<file path="src/rtl/tdm_tx.sv">
// tdm_tx: NUM_CH-slot TDM serial audio transmitter with a one-frame holding buffer, MSB-first.
// Define TDM_TX_I2S_DELAY_EN for the I2S-style one-bit data delay after fsync (default: DSP/left-justified).
module tdm_tx #(
    parameter int AUDIO_DW = 32,
    parameter int SLOT_W   = 32,
    parameter int NUM_CH   = 8
) (
    input  logic                       sclk,
    input  logic                       rst,
    input  logic [NUM_CH*AUDIO_DW-1:0] s_data,
    input  logic                       s_valid,
    output logic                       s_ready,
    output logic                       fsync,
    output logic                       sdata,
    output logic                       frame_start,
    output logic                       underrun
);
    localparam int FRAME_LEN = NUM_CH * SLOT_W;
    localparam int CNT_W     = (FRAME_LEN > 1) ? $clog2(FRAME_LEN) : 1;
    localparam logic [CNT_W-1:0] LAST = CNT_W'(FRAME_LEN - 1);

    generate
        if (SLOT_W < AUDIO_DW) begin : g_bad_slot
            $error("tdm_tx: SLOT_W must be >= AUDIO_DW");
        end
        if (NUM_CH < 1) begin : g_bad_ch
            $error("tdm_tx: NUM_CH must be >= 1");
        end
    endgenerate

    logic [CNT_W-1:0]           r_bit_cnt;
    logic                       r_run;
    logic                       r_full;
    logic [NUM_CH*AUDIO_DW-1:0] r_hold;
    logic [FRAME_LEN-1:0]       r_shift;
    logic                       r_fsync;
    logic                       r_underrun;
    logic                       r_ready;
    logic                       r_sdata;
`ifdef TDM_TX_I2S_DELAY_EN
    logic                       r_bit_d;
`endif

    logic                       w_last;
    logic                       w_xfer;
    logic                       w_full_nxt;
    logic [CNT_W-1:0]           w_cnt_nxt;
    logic [FRAME_LEN-1:0]       w_frame;
    logic [FRAME_LEN-1:0]       w_src;

    // Frame image of the holding register: slot k starts at frame bit k*SLOT_W, zero padded.
    // NOTE: always_comb assigns a default before any conditional/loop write, so no latch is inferred.
    always_comb begin
        w_frame = '0;
        for (int k = 0; k < NUM_CH; k++) begin
            w_frame[FRAME_LEN-1-k*SLOT_W -: AUDIO_DW] = r_hold[k*AUDIO_DW +: AUDIO_DW];
        end
    end

    // r_run is low for the one cycle after reset, which opens the first (all-zero) frame without an underrun.
    assign w_last    = r_run && (r_bit_cnt == LAST);
    assign w_xfer    = s_valid && r_ready;
    assign w_cnt_nxt = (!r_run || w_last) ? '0 : r_bit_cnt + 1'b1;
    assign w_src     = w_last ? (r_full ? w_frame : '0) : r_shift;

    // An accept at the load cycle is not bypassed: the old (empty) state decides the load.
    always_comb begin
        w_full_nxt = r_full;
        if (w_xfer) begin
            w_full_nxt = 1'b1;
        end else if (w_last) begin
            w_full_nxt = 1'b0;
        end
    end

    // NOTE: sequential state uses non-blocking assignments so every register samples pre-edge values.
    always_ff @(posedge sclk) begin
        if (rst) begin
            r_bit_cnt  <= '0;
            r_run      <= 1'b0;
            r_full     <= 1'b0;
            r_shift    <= '0;
            r_fsync    <= 1'b0;
            r_underrun <= 1'b0;
            r_ready    <= 1'b0;
            r_sdata    <= 1'b0;
`ifdef TDM_TX_I2S_DELAY_EN
            r_bit_d    <= 1'b0;
`endif
        end else begin
            r_run      <= 1'b1;
            r_bit_cnt  <= w_cnt_nxt;
            r_full     <= w_full_nxt;
            r_ready    <= !w_full_nxt;
            r_shift    <= w_src << 1;
            r_fsync    <= !r_run || w_last;
            r_underrun <= w_last && !r_full;
`ifdef TDM_TX_I2S_DELAY_EN
            r_bit_d    <= w_src[FRAME_LEN-1];
            r_sdata    <= r_bit_d;
`else
            r_sdata    <= w_src[FRAME_LEN-1];
`endif
        end
    end

    // NOTE: the holding data path is not reset; r_full alone says whether it holds a valid frame.
    always_ff @(posedge sclk) begin
        if (w_xfer) begin
            r_hold <= s_data;
        end
    end

    assign s_ready     = r_ready;
    assign fsync       = r_fsync;
    assign frame_start = r_fsync;
    assign underrun    = r_underrun;
    assign sdata       = r_sdata;

endmodule

</file>
<file path="config.mk">
export PLATFORM = sky130hd
export DESIGN_NAME = tdm_tx
export DESIGN_NICKNAME = d
export VERILOG_FILES = /design/src/rtl/tdm_tx.sv
export SDC_FILE = /design/constraint.sdc
export NUM_CORES = 1
export LEC_CHECK = 0
export BUFFER_PORTS_ARGS = -buffer_cell sky130_fd_sc_hd__buf_2
export CAP_MARGIN = 10
export CORE_UTILIZATION = 46
export CTS_CLUSTER_DIAMETER = 80
export CTS_CLUSTER_SIZE = 16
export DETAILED_ROUTE_END_ITERATION = 8
export PLACE_DENSITY = 0.66
export SYNTH_ARGS = -nofsm -noshare
export SYNTH_HDL_FRONTEND = slang
export SYNTH_SLANG_ARGS = --single-unit
</file>
<file path="constraint.sdc">
create_clock -name sclk -period 7.8 [get_ports sclk]
set_input_delay 0.39 -clock sclk [delete_from_list [all_inputs] [get_ports sclk]]
set_output_delay 0.39 -clock sclk [all_outputs]
set_load 0.05 [all_outputs]
</file>
==> results.rst <==
.. list-table::
   :header-rows: 1

   * - Metric
     - Value
   * - Status
     - finished, violations left
   * - Violated checks
     - max-slew violations
   * - Final std cells w/o fill
     - between 2,000 and 2,500
   * - Final instance area
     - 23,600 um^2
   * - Htree depth
     - 2
   * - Adder-cell share of the synthesized area
     - 0.000666
   * - Global routing usage summed across all routing layers
     - 0.194
   * - Share of the clock period used by the worst path after layout
     - 0.368
   * - Number of global-route vias before repair
     - between 10,000 and 15,000
   * - TritonCTS Buffers
     - 40
   * - Fraction of synthesized cell area in xor and xnor cells
     - 0.00140
   * - Most used flip-flop cell after synthesis
     - dfxtp_1
   * - Number of primary I/O pins
     - 264
   * - CTS tree
     - yes
   * - Port buffer count
     - approximately 260
   * - Most common cell after layout, fill and taps aside
     - dfxtp_1
   * - Number of standard cells after synthesis
     - about 1,500
   * - Final setup violation count
     - 0
   * - Overall routed net length
     - slightly above 40 mm
   * - Required time of the critical path
     - roughly 8.3 ns
   * - Utilization after layout
     - 0.590
   * - Max Slew Vio Count
     - about 140
   * - Half-perimeter wire length after placement
     - 20.3 mm
   * - Clock slew at the register clock pins of the worst setup and hold paths
     - approximately 0.070 ns
   * - Least setup slack across all paths after layout
     - slightly below 5 ns
   * - Fraction of the mapped netlist area in compound gates
     - 0.122
   * - Buffers and inverters on the worst path
     - 1
   * - CP peak stage delay
     - between 0.8 and 0.9 ns
   * - Leakage
     - a little over 9 nW
   * - Final Hold Violating Endpoints
     - 0
   * - Synthesized cell area
     - 18,800 um^2
   * - Worst slew margin relative to its limit
     - -0.158
   * - WL per Instance
     - around 17 um
   * - Effective utilization at floorplan
     - 0.470
   * - Worst hold path class
     - in2reg
   * - Critical path fanouts, max
     - between 90 and 100
   * - GRT met2 Usage
     - 0.310
   * - EDFF count, synth
     - ~260
   * - Maximum number of pins on one net before global-route repair
     - 256
   * - Insertion delay of the later-clocked pin in the worst-skew pair
     - about 0.55 ns
   * - Remaining global-route overflow
     - 0
   * - Setup slack after placement
     - 4.98 ns
   * - Die boundary width
     - 204 um
   * - Most used cells in the layout excluding fill and tap cells
     - dfxtp_1 (269), buf_2 (263), edfxtp_1 (256)
   * - Post-route minimum period
     - roughly 2.9 ns
   * - Capturing element type of the critical path
     - register
   * - Per-cell via count in the routed design
     - approximately 5.3
   * - Net Count, Synth
     - 1,734
   * - Fraction of final layout cells sized beyond drive strength 1
     - 0.170
   * - Met1 demand-to-capacity share in global routing
     - 0.265
   * - Share of synthesized area occupied by flip-flops and latches
     - 0.695
   * - Core Rows
     - 73
   * - Placed Instances
     - about 2,100
   * - Max-cap violations
     - 0
   * - Pwr/cell area
     - 220 nW/um^2
   * - Overall die area
     - about 42,000 um^2
   * - CP Data Arrival Time
     - roughly 3.4 ns
   * - Area of the placeable core
     - 40,000 um^2
   * - Transition time at the pin with the least slew margin
     - around 1.7 ns
   * - First-pass GRT wire length
     - between 60 and 70 mm
   * - Area grow syn2layout
     - 25.6%
   * - Area after DPL
     - around 20,000 um^2
   * - Post-route ant nets
     - 0
   * - Drt initial violations
     - about 800
   * - Final clock skew
     - 0.0169 ns
   * - Post-synth ARST share
     - 0
   * - Clock Sinks
     - between 500 and 600
   * - Category of the most critical setup path
     - reg2reg
   * - Met3 demand-to-capacity share in global routing
     - 0.0352
   * - Filler Cells Inserted
     - approximately 3,100
   * - Busiest layer in global routing
     - met2
   * - Clock root buffer
     - clkbuf_16
   * - Distinct cell type count of the synthesized netlist
     - 32
   * - RSZ-0062 raised after global routing
     - false
   * - CP Launch Type
     - register
   * - Dominant combinational cell family by area after synthesis
     - compound AO/OA/AOI/OAI gates
   * - Number of antenna violations at the first check in global routing
     - 2
   * - Worst path cell trace
     - ha_1 > nand4_1 > or2_4 > buf_4 > a31o_1
   * - First-pass DRT Iterations
     - 5
   * - Post-Synthesis Mean Instance Area
     - about 13 um^2
   * - Peak VDD IR
     - 0.000231 V
   * - Final net count
     - ~2,100
   * - Fmax achieved
     - roughly 350 MHz
   * - Total via count in the routed design
     - about 13,000
   * - Chip height
     - roughly 200 um
   * - CP max-delay cell
     - buf_4
   * - Ys Warns
     - 0
   * - Simple logic cell fraction of the synthesized area
     - 0.0929
   * - Gpl congestion
     - around 0.72
   * - Family of cells with the greatest summed delay on the critical path
     - buffers and inverters
   * - Maximum count of clock buffers along a single path
     - 3
   * - Synth Register Bits
     - 525
   * - Final routed DRC violation total
     - 0
   * - Setup_tns
     - 0 ns
   * - Share of cell area taken by muxes after synthesis
     - 0
## power breakdown
part	switching, mW	total [mW]	internal, mW
clock network	0.940	1.94	0.996
logic	0.141	0.275	0.133
registers	0.0181	2.98	2.97
total	1.10	5.20	4.10
## state kept, by name, summed over array words and instances, names as in the netlist
| name | count |
|---|---|
| r_hold | 256 |
| r_shift | 255 |
| r_bit_cnt | 8 |
| frame_start | 1 |
| r_full | 1 |
| r_run | 1 |
| s_ready | 1 |
| sdata | 1 |
| underrun | 1 |
## Yosys cell counts, drive strengths merged (2+ instances only)
cell type / number / area share
nor4: 255 / 0.085
dfxtp: 269 / 0.29
clkbuf: 106 / 0.021
a21oi: 3 / 0.00080
a31o: 255 / 0.12
buf: 36 / 0.016
nor2: 4 / 0.00080
inv: 256 / 0.051
or2: 2 / 0.00067
nand3: 5 / 0.0013
nand2: 5 / 0.0010
nor2b: 2 / 0.00067
xor2: 2 / 0.00093
edfxtp: 256 / 0.41
or3: 3 / 0.0010
nor3: 2 / 0.00053
nand4: 2 / 0.0010
o21ai: 3 / 0.00080
## cell type report
type | count | area (um^2) | area share
clock buffer | 68 | 1130 | 0.0478
sequential | 525 | 13100 | 0.554
timing repair buffer | 494 | 3640 | 0.154
clock inverter | 3 | 43.8 | 0.00185
multi-input combinational | 551 | 4100 | 0.174
antenna | 1 | 2.50 | 0.000106
tap | 525 | 657 | 0.0278
inverter | 256 | 968 | 0.0410
## worst paths after layout
check | depth (start not counted) | end | slack, ns | startpoint
max | 5 | r_shift[100] | 4.93 | r_bit_cnt[0]
min | 1 | r_hold[246] | 0.03 | s_data[246]
max reg2reg | 5 | r_shift[100] | 4.93 | r_bit_cnt[0]
min reg2reg | 1 | r_shift[42] | 0.45 | r_shift[41]
## metal layers
metal | up-vias | wire, um
met4 | 2 | 998
met5 | - | 13
met2 | 316 | 19500
met3 | 73 | 2090
li1 | 6196 | -
met1 | 6151 | 18700
## kinds of logic after synthesis
group           count (synthesis)
fa+ha+maj                       1
simple gates                  283
flops                         525
compound gates                264
xor+xnor                        3
buf+inv                       398
## metrics by stage
step	hold WS (ns)	power [mW]
4_1_cts	0.0000250	5.25
2_1_floorplan	0.418	3.15
5_1_grt	0.0000673	5.39
3_3_place_gp	0.427	3.23
3_5_place_dp	0.433	3.23
6_report	0.0304	5.20
## repair_timing
item	in CTS	in global routing
endpoints found under the hold margin	218	3
hold buffers	218	3
setup buffers	0	0
gates resized for setup	0	0
No activity file was read; power rests on OpenSTA's default activity.
